## config.mk

```make
export PLATFORM = sky130hd
export DESIGN_NAME = xy_quadrant_ctrl
export DESIGN_NICKNAME = d
export VERILOG_FILES = /design/src/rtl/cordic_pkg.sv /design/src/rtl/cordic_sync_fifo.sv /design/src/rtl/xy_quadrant_ctrl.sv
export SDC_FILE = /design/constraint.sdc
export NUM_CORES = 1
export LEC_CHECK = 0
export CAP_MARGIN = 20
export CORE_MARGIN = 2
export CORE_UTILIZATION = 56
export DETAILED_ROUTE_END_ITERATION = 8
export PLACE_DENSITY_LB_ADDON = 0.05
export SETUP_SLACK_MARGIN = 0.02
export SLEW_MARGIN = 25
export SYNTH_ARGS = -nofsm -noshare
export SYNTH_HDL_FRONTEND = slang
export SYNTH_SLANG_ARGS = --single-unit
```

## constraint.sdc

```tcl
create_clock -name clock -period 8.9 [get_ports clock]
set_input_delay 1.335 -clock clock [delete_from_list [all_inputs] [get_ports clock]]
set_output_delay 1.335 -clock clock [all_outputs]
set_load 0.1 [all_outputs]
```

## src/rtl/cordic_pkg.sv

```systemverilog
// Shared types and the quadrant unfold helper for the CORDIC angle front/back stage.
// Full-circle angle width is ASIZE + QUAD_BITS.
package cordic_pkg;

  typedef enum logic [1:0] {
    Q0 = 2'd0,
    Q1 = 2'd1,
    Q2 = 2'd2,
    Q3 = 2'd3
  } quadrant_t;

  typedef struct packed {
    logic      valid;
    quadrant_t quad;
  } tag_t;

  localparam int unsigned QUAD_BITS = 2;
  localparam int unsigned ANG_MAX_W = 32;
  localparam int unsigned UNF_W     = ANG_MAX_W + QUAD_BITS;

  // a is the first-quadrant angle (full scale 2^asize = 90deg); result is mod 2^(asize+2).
  function automatic logic [UNF_W-1:0] unfold_angle(
    input quadrant_t              quad,
    input logic [ANG_MAX_W-1:0]   a,
    input int unsigned            asize
  );
    logic [UNF_W-1:0] one;
    logic [UNF_W-1:0] h;
    logic [UNF_W-1:0] ax;
    logic [UNF_W-1:0] r;
    one = {{(UNF_W-1){1'b0}}, 1'b1};
    h   = one << asize;
    ax  = {{QUAD_BITS{1'b0}}, a};
    case (quad)
      Q0:      r = ax;
      Q1:      r = (h << 1) - ax;
      Q2:      r = (h << 1) + ax;
      default: r = (h << 2) - ax;
    endcase
    return r & ((h << 2) - one);
  endfunction

endpackage

```

## src/rtl/cordic_sync_fifo.sv

```systemverilog
// First-word-fall-through synchronous FIFO; DEPTH must be a power of two.
// rd_data reads as zero while empty.
module cordic_sync_fifo #(
  parameter int unsigned DEPTH = 16,
  parameter int unsigned WIDTH = 18
) (
  input  logic                         clock,
  input  logic                         rst_n,
  input  logic                         wr_en,
  input  logic [WIDTH-1:0]             wr_data,
  input  logic                         rd_en,
  output logic [WIDTH-1:0]             rd_data,
  output logic                         valid,
  output logic [$clog2(DEPTH+1)-1:0]   count
);

  localparam int unsigned PW = (DEPTH > 1) ? $clog2(DEPTH) : 1;
  localparam int unsigned CW = $clog2(DEPTH + 1);

  logic [WIDTH-1:0] mem_q [DEPTH];
  logic [PW-1:0]    wr_ptr_q, wr_ptr_d;
  logic [PW-1:0]    rd_ptr_q, rd_ptr_d;
  logic [CW-1:0]    count_q, count_d;
  logic             do_rd;

  always_comb begin
    do_rd    = rd_en && (count_q != '0);
    wr_ptr_d = wr_en ? wr_ptr_q + PW'(1) : wr_ptr_q;
    rd_ptr_d = do_rd ? rd_ptr_q + PW'(1) : rd_ptr_q;
    count_d  = count_q;
    case ({wr_en, do_rd})
      2'b10:   count_d = count_q + CW'(1);
      2'b01:   count_d = count_q - CW'(1);
      default: count_d = count_q;
    endcase
  end

  always_ff @(posedge clock or negedge rst_n) begin
    if (!rst_n) begin
      wr_ptr_q <= '0;
      rd_ptr_q <= '0;
      count_q  <= '0;
    end else begin
      wr_ptr_q <= wr_ptr_d;
      rd_ptr_q <= rd_ptr_d;
      count_q  <= count_d;
    end
  end

  always_ff @(posedge clock) begin
    if (wr_en) begin
      mem_q[wr_ptr_q] <= wr_data;
    end
  end

  assign valid   = (count_q != '0);
  assign rd_data = valid ? mem_q[rd_ptr_q] : '0;
  assign count   = count_q;

  // Upstream credit accounting guarantees this never fires.
  a_no_overflow : assert property (@(posedge clock) disable iff (!rst_n)
    !(wr_en && (count_q == CW'(DEPTH))));

endmodule

```

## src/rtl/xy_quadrant_ctrl.sv

```systemverilog
// Fold/unfold wrapper around a first-quadrant CORDIC angle core with credit-based back-pressure.
// Optional macro XY_ZERO_FLAG_EN adds out_zero and forces the angle of (0,0) samples to 0.
module xy_quadrant_ctrl
  import cordic_pkg::*;
#(
  parameter int unsigned DSIZE      = 16,
  parameter int unsigned ASIZE      = 16,
  parameter int unsigned CORE_LAT   = 8,
  parameter int unsigned FIFO_DEPTH = 16
) (
  input  logic                 clock,
  input  logic                 rst_n,
  input  logic                 in_valid,
  output logic                 in_ready,
  input  logic [DSIZE-1:0]     in_x,
  input  logic [DSIZE-1:0]     in_y,
  output logic [DSIZE-1:0]     core_x,
  output logic [DSIZE-1:0]     core_y,
  input  logic [ASIZE-1:0]     core_angle,
  output logic                 out_valid,
  input  logic                 out_ready,
  output logic [ASIZE+1:0]     out_angle
`ifdef XY_ZERO_FLAG_EN
  ,
  output logic                 out_zero
`endif
);

  localparam int unsigned OW  = ASIZE + QUAD_BITS;
  localparam int unsigned CRW = $clog2(FIFO_DEPTH + 1);
`ifdef XY_ZERO_FLAG_EN
  localparam int unsigned FW  = OW + 1;
`else
  localparam int unsigned FW  = OW;
`endif

  logic                 accept;
  logic                 pop;
  logic [DSIZE-1:0]     x_abs, y_abs;
  quadrant_t            quad;

  logic [DSIZE-1:0]     core_x_q, core_x_d;
  logic [DSIZE-1:0]     core_y_q, core_y_d;
  tag_t                 fold_tag_q, fold_tag_d;
  tag_t [CORE_LAT-1:0]  sr_q, sr_d;
  logic                 u_valid_q, u_valid_d;
  logic [OW-1:0]        u_angle_q, u_angle_d;
  logic [CRW-1:0]       credits_q, credits_d;

  logic [FW-1:0]        fifo_wdata;
  logic [FW-1:0]        fifo_rdata;
  logic [CRW-1:0]       fifo_count;

`ifdef XY_ZERO_FLAG_EN
  logic                 zero_fold_q, zero_fold_d;
  logic [CORE_LAT-1:0]  zero_sr_q, zero_sr_d;
  logic                 u_zero_q, u_zero_d;
`endif

  assign accept   = in_valid && in_ready;
  assign pop      = out_valid && out_ready;
  assign in_ready = (credits_q != '0);

  // Fold: magnitude is taken as unsigned so -2^(DSIZE-1) maps to 2^(DSIZE-1).
  always_comb begin
    x_abs = in_x[DSIZE-1] ? (~in_x + DSIZE'(1)) : in_x;
    y_abs = in_y[DSIZE-1] ? (~in_y + DSIZE'(1)) : in_y;
    case ({in_x[DSIZE-1], in_y[DSIZE-1]})
      2'b00:   quad = Q0;
      2'b10:   quad = Q1;
      2'b11:   quad = Q2;
      default: quad = Q3;
    endcase
    core_x_d         = accept ? x_abs : core_x_q;
    core_y_d         = accept ? y_abs : core_y_q;
    fold_tag_d.valid = accept;
    fold_tag_d.quad  = quad;
  end

  // Tag pipeline mirrors the core latency so sr_q[CORE_LAT-1] lines up with core_angle.
  always_comb begin
    sr_d[0] = fold_tag_q;
    for (int i = 1; i < CORE_LAT; i++) begin
      sr_d[i] = sr_q[i-1];
    end
  end

`ifdef XY_ZERO_FLAG_EN
  always_comb begin
    zero_fold_d  = accept && (in_x == '0) && (in_y == '0);
    zero_sr_d[0] = zero_fold_q;
    for (int i = 1; i < CORE_LAT; i++) begin
      zero_sr_d[i] = zero_sr_q[i-1];
    end
    u_zero_d = zero_sr_q[CORE_LAT-1];
  end
`endif

  always_comb begin
    u_valid_d = sr_q[CORE_LAT-1].valid;
    u_angle_d = OW'(unfold_angle(sr_q[CORE_LAT-1].quad, ANG_MAX_W'(core_angle), ASIZE));
`ifdef XY_ZERO_FLAG_EN
    if (zero_sr_q[CORE_LAT-1]) begin
      u_angle_d = '0;
    end
`endif
  end

  always_comb begin
    credits_d = credits_q;
    if (accept && !pop) begin
      credits_d = credits_q - CRW'(1);
    end else if (pop && !accept) begin
      credits_d = credits_q + CRW'(1);
    end
  end

  always_ff @(posedge clock or negedge rst_n) begin
    if (!rst_n) begin
      core_x_q   <= '0;
      core_y_q   <= '0;
      fold_tag_q <= '0;
      sr_q       <= '0;
      u_valid_q  <= 1'b0;
      u_angle_q  <= '0;
      credits_q  <= CRW'(FIFO_DEPTH);
    end else begin
      core_x_q   <= core_x_d;
      core_y_q   <= core_y_d;
      fold_tag_q <= fold_tag_d;
      sr_q       <= sr_d;
      u_valid_q  <= u_valid_d;
      u_angle_q  <= u_angle_d;
      credits_q  <= credits_d;
    end
  end

`ifdef XY_ZERO_FLAG_EN
  always_ff @(posedge clock or negedge rst_n) begin
    if (!rst_n) begin
      zero_fold_q <= 1'b0;
      zero_sr_q   <= '0;
      u_zero_q    <= 1'b0;
    end else begin
      zero_fold_q <= zero_fold_d;
      zero_sr_q   <= zero_sr_d;
      u_zero_q    <= u_zero_d;
    end
  end

  assign fifo_wdata = {u_zero_q, u_angle_q};
  assign out_zero   = fifo_rdata[OW];
`else
  assign fifo_wdata = u_angle_q;
`endif

  cordic_sync_fifo #(
    .DEPTH (FIFO_DEPTH),
    .WIDTH (FW)
  ) u_fifo (
    .clock   (clock),
    .rst_n   (rst_n),
    .wr_en   (u_valid_q),
    .wr_data (fifo_wdata),
    .rd_en   (out_ready),
    .rd_data (fifo_rdata),
    .valid   (out_valid),
    .count   (fifo_count)
  );

  assign core_x    = core_x_q;
  assign core_y    = core_y_q;
  assign out_angle = fifo_rdata[OW-1:0];

  a_credit_bound : assert property (@(posedge clock) disable iff (!rst_n)
    (32'(credits_q) + 32'(fifo_count) <= FIFO_DEPTH));

endmodule

```

==> reports/metrics.cfg, run 1 <==
[place]
dpl.hpwl_um = 18560
dpl_worst_slack_ns = 3.909
portBuffers = 103
place_area_um2 = 16760
gp_congestion = 0.8441

[timing]
slew_headroom_pct = 32.68
period_share_pct = 60.77
finalCriticalPeriod_ns = 5.409
max_freq_ghz = 0.1849
rsz0062_at_grt = false
fin_hold_ws_ns = 0.3461
setup_viol = 0
setup_tns_ns = 0
clock_skew_ns = 0.007517
worstMarginPinSlew_ns = 1.007
finalHoldViolCount = 0
maxSlewViolCount = 0
fin_ws_ns = 3.491

[detailed_routing]
post-route-drc-count = 0
first_pass_iters = 5
vias = 8070
viasPerCell = 5.956
ant_nets = 0
initialDrtViolationCount = 557
wl_per_cell_um = 23.42
wirelength_um = 31730

[synthesis]
synth_adder_area_share_pct = 1.605
syn_inst = 859
synth_xor_area_share_pct = 3.210
synth-edff-count = 288
yosys.area_share.simple_pct = 4.267
yosysTopAreaCell = edfxtp_1
async_flop_share_pct = 25.00
synthesis.area_um2 = 15280
ys_seq_area_share_pct = 72.34
synth_seq_cells = 384
syn_area_per_cell_um2 = 17.79
ys.flop_type = edfxtp_1
synth_commonest_cells = 288 x edfxtp_1, 95 x dfrtp_1, 72 x mux4_2
ys_top_cells_by_area = edfxtp_1 57%, dfrtp_1 16%, mux4_2 11%, mux2i_1 2.5%, xor2_1 1.8%
synth_cell_types = 45
syn_nets = 930
muxShareOfSynthArea_pct = 13.18
synth_compound_area_share_pct = 3.931
synth_warnings = 0
synth_top_area_share_pct = 56.60
synth_top_family_by_area = multiplexers
yosysMostFrequentCell = edfxtp_1

[run]
cap_violations = 0

[layout]
antennaDiodeCount = 0
design.final.nets = 1055
multi_input_area_um2 = 4021
fin_util_pct = 66.83
seq_area_um2 = 11060
drive_gt1_share_pct = 16.67
area_delta_synth_final_pct = 17.57
final_area_um2 = 17960
nFillCells = 1769

[global_routing]
grt_pass1_wl_um = 48600
grt_pass1_vias = 8486
grt_remaining_overflow = 0
grtUsageTotal_pct = 22.82
grt_max_degree = 74
antenna_found_initial = 0

[critical_path]
cp.required_ns = 7.57
arrival_ns = 4.07
critPathKind = register to output pin
start_kind = register
end_kind = output pin
worstPathMaxFanout = 47

[clock_tree]
cts_buffers = 38
cts_hold_buf = 0
ctsResizeCount = 0
clk_latency_ns = 0.51
tritoncts = built
cts_max_level = 2
clkTransAtPathRegs_ns = 0.07
postCtsSetupBuffers = 0
clockBufferDepth = 3
clock_sinks = 384
root_buffer = clkbuf_16

[power]
ir_drop_uv = 204.5
power_density_nw_per_um2 = 352.6
power.leakage_uw = 0.006349

[die]
rows = 60
die_area_um2 = 28620
ios = 104
start_util_pct = 56.85
die_x_um = 169.2
die_h_um = 169.2
core-area_um2 = 26880

[status]
status = complete, no violations

[min_path]
hold_path.class = register to register

-- through the flow --
stage          power [µW]  std cells
3_5_place_dp         4887       1284
4_1_cts              6386       1354
3_3_place_gp         4823       1284
6_report             6333       1355
2_1_floorplan        4263        859
5_1_grt              6588       1355
-- report_power, final --
group	switching [µW]	internal [µW]
sequential	197	2220
clock	646	852
combinational	1630	790
-- placed cells by master (no fill, tap or decap), types with 3 or more instances in the layout --
cell type          n
or2_2              3
o41ai_1            5
o21ai_0           54
or3_1              5
nand2b_1           3
clkdlybuf4s50_1  102
edfxtp_1         288
nor4_1             4
mux2i_1           38
clkbuf_16         41
buf_4             22
nand3b_1           3
mux4_2            72
a21oi_1            6
clkinv_1          12
ha_1              18
and2_1            12
o22ai_1           18
clkinv_2           9
dfrtp_1           92
xor2_1            31
o31ai_1           11
nor2_1             9
nor3_1             5
xnor2_1           25
inv_1             18
clkinvlp_4         3
nand2_1           66
-- cell families after synthesis --
| kind of cell | count (synthesis) |
|---|---|
| mux | 111 |
| fa+ha+maj | 19 |
| buf+inv | 58 |
| simple gates | 131 |
| compound gates | 100 |
| flops | 384 |
| xor+xnor | 56 |
-- per-layer routing --
| layer | GRT usage, % | share of wire, % | vias to the layer above |
|---|---|---|---|
| met3 | 5.224 | 7.2 | 48 |
| met4 | 6.280 | 2.2 | 0 |
| met2 | 37.66 | 49 | 286 |
| li1 | - | - | 3575 |
| met5 | 0 | 0 | - |
| met1 | 31.11 | 42 | 4161 |
-- registers in the layout, summed over array words and instances (netlist names) --
name,cells
fifo_wdata,18
u_fifo.mem_q,288
u_fifo.wr_ptr_q,4
sr_d,21
fold_tag_q,3
u_fifo.rd_ptr_q,4
u_valid_q,1
core_y,16
core_x,16
credits_q,5
u_fifo.count,5
sr_q,2
u_valid_d,1
-- area by class of cell --
class	count	share of cell area (%)
sequential	384	61.56
multi-input combinational	417	22.39
timing repair buffer	125	6.715
clock buffer	45	5.907
tap	341	2.375
clock inverter	25	0.6757
inverter	18	0.3761
-- critical path, stage by stage (launching register included) --
cell and delay, ns:
dfrtp_4 0.79, buf_4 0.82, mux4_2 0.60, mux2i_1 0.17, o22ai_1 0.13, clkdlybuf4s50_1 1.02
-- path summary, 6_finish.rpt --
check / start / endpoint / slack [ns] / cells after the start
worst max-delay path: u_fifo.rd_ptr_q[0]$_DFFE_PN0P_ / out_angle[0] / 3.49 / 5
max in group asynchronous: rst_n / sr_d[21]$_DFF_PN0_ / 6.98 / 2
worst min register to register: sr_d[4]$_DFF_PN0_ / sr_d[7]$_DFF_PN0_ / 0.35 / 0
worst max register to register: credits_q[0]$_DFFE_PN0P_ / credits_q[4]$_DFFE_PN1P_ / 5.67 / 12
min in group asynchronous: rst_n / sr_d[5]$_DFF_PN0_ / 0.80 / 1
worst min-delay path: sr_d[4]$_DFF_PN0_ / sr_d[7]$_DFF_PN0_ / 0.35 / 0
Note: power is estimated with default switching activity, not from simulation.
==> run 2, diff against run 1 <==
==> constraint.sdc (replaced) <==
create_clock -name clock -period 5 [get_ports clock]
set_input_delay 0.75 -clock clock [delete_from_list [all_inputs] [get_ports clock]]
set_output_delay 0.75 -clock clock [all_outputs]
set_load 0.1 [all_outputs]
==> run 2 against run 1 <==
Net effect:
- highest routed layer unchanged
- largest cell class unchanged
- combinational power rose by 76%
- critical path depth unchanged
- sequential power increased by 82%
- routed wire length up 0.21%
- total power rose by 84%
- final cell count grew 0.37%
==> reports/metrics.cfg, run 2 (same netlist as run 1, synthesis figures left out) <==
[clock_tree]
clk_latency_ns = 0.52
tritoncts = built
cts_max_level = 2
root_buffer = clkbuf_16
clkTransAtPathRegs_ns = 0.06
cts_buffers = 39
cts_hold_buf = 0
ctsResizeCount = 0
clock_sinks = 384
postCtsSetupBuffers = 0
clockBufferDepth = 3

[detailed_routing]
ant_nets = 0
post-route-drc-count = 0
vias = 8094
wl_met3_um = 2419
wl_per_cell_um = 23.38
dr_wl_met2_um = 15220
first_pass_iters = 6
dr.max_layer_used = met4
initialDrtViolationCount = 736
wl_met1_um = 13680
wirelength_um = 31800
viasPerCell = 5.951

[critical_path]
end_kind = output pin
cp.depth = 5
crit_chain = buf_4, mux4_2, mux2i_1, o22ai_1, clkdlybuf4s50_1
arrival_ns = 3.50
max_stage_delay_ns = 1.02
critPathKind = register to output pin
worstPathMaxFanout = 28
critPathBufInv = 2
cp.required_ns = 4.25
start_kind = register
crit_slowest_cell = clkdlybuf4s50_1
critical_path.top_delay_family = buffers and inverters
worstRegToRegCells = 11

[layout]
nFillCells = 1799
top_register = u_fifo.mem_q
drive_gt1_share_pct = 18.06
layout_common_cells = 288 x edfxtp_1, 94 x clkdlybuf4s50_1, 92 x dfrtp_1
mostFrequentLayoutCell = edfxtp_1
antennaDiodeCount = 0
area_delta_synth_final_pct = 18.80
largest_reg_flops = 288
design.final.nets = 1061

[global_routing]
grt_remaining_overflow = 0
grt_pass1_vias = 8296
antenna_found_initial = 0
grtUsageTotal_pct = 22.91
grt_pass1_wl_um = 48880
grt_max_degree = 65

[die]
die_area_um2 = 28620
die_h_um = 169.2
start_util_pct = 56.85
ios = 104
core-area_um2 = 26880
rows = 60
die_x_um = 169.2

[timing]
max_freq_ghz = 0.2356
setup_viol = 0
slew_headroom_pct = 32.35
rsz0062_at_grt = false
finalHoldViolCount = 0
period_share_pct = 84.90
maxSlewViolCount = 0
setup_tns_ns = 0
worstMarginPinSlew_ns = 1.012
finalCriticalPeriod_ns = 4.245
clock_skew_ns = 0.01590

[place]
dpl.hpwl_um = 19220
portBuffers = 103
gp_congestion = 0.9000

[min_path]
hold_path.class = primary input to asynchronous set/reset pin

[run]
cap_violations = 0

[power]
finalPower_uw = 11630
power_density_nw_per_um2 = 640.7
power.leakage_uw = 0.006464
ir_drop_uv = 389.4

[status]
status = complete, no violations

==> run 2: cell types whose count changed in the layout (fill, tap and decap cells not counted), moves of 3 or more <==
cell             before  now
bufinv_16             0    5
buf_4                22   33
clkbuf_1              2    7
clkdlybuf4s50_1     102   94
clkinv_1             12    4
clkinv_2              9    6
==> run 2: final cells by class <==
class | instances | area (µm²) | share of cell area, %
clock buffers | 51 | 1105 | 6.087
clock inverters | 19 | 226.5 | 1.248
inverters | 18 | 67.56 | 0.3722
multi-input cells | 417 | 4019 | 22.14
flip-flops and latches | 384 | 11060 | 60.92
well taps | 341 | 426.7 | 2.351
repair buffers | 130 | 1249 | 6.879
==> run 2: per-layer routing <==
metal / track usage [%] / vias up
met3: 5.271 / 46
li1: - / 3590
met1: 33.05 / 4160
met2: 36.52 / 298
met4: 4.980 / 0
met5: 0 / -
==> run 2: worst paths after layout <==
path	start	to	slack (ns)
max	u_fifo.rd_ptr_q[0]$_DFFE_PN0P_	out_angle[10]	0.75
min	rst_n	credits_q[0]$_DFFE_PN0P_	0.26
max reg2reg	u_fifo.count[0]$_DFFE_PN0P_	credits_q[4]$_DFFE_PN1P_	2.09
min reg2reg	sr_d[4]$_DFF_PN0_	sr_d[7]$_DFF_PN0_	0.35
max in group asynchronous	rst_n	u_fifo.rd_ptr_q[0]$_DFFE_PN0P_	3.61
min in group clock	sr_d[4]$_DFF_PN0_	sr_d[7]$_DFF_PN0_	0.35
==> run 2: through the flow <==
step                cells  worst slack, ns  util (%)  hold slack (ns)  area [µm²]
global route         1360           0.5545     67.54           0.3206       18150
floorplan             859           0.9772         -           0.3312       15280
CTS                  1360           0.6790     67.53           0.2866       18150
finish               1360           0.7548     67.54           0.2640       18150
global placement     1290            1.255     62.57           0.3328       16820
detailed placement   1290            1.246     62.57           0.3347       16820
==> run 2: where the power goes <==
| group | switching (µW) | internal [µW] | total, µW |
|---|---|---|---|
| Sequential | 434 | 3950 | 4380 |
| Clock | 1160 | 1820 | 2980 |
| Combinational | 2840 | 1430 | 4270 |
==> run 2: worst reg2reg max path, stage by stage, from the launching register on <==
cell and delay [ns]:
dfrtp_1 0.44, nor3_1 0.20, nand2_1 0.18, nand2_1 0.26
ha_1 0.30, inv_1 0.11, fa_1 0.42, nor2b_1 0.14
o21ai_0 0.11, nand3_1 0.09, or3b_2 0.45, xnor2_1 0.15
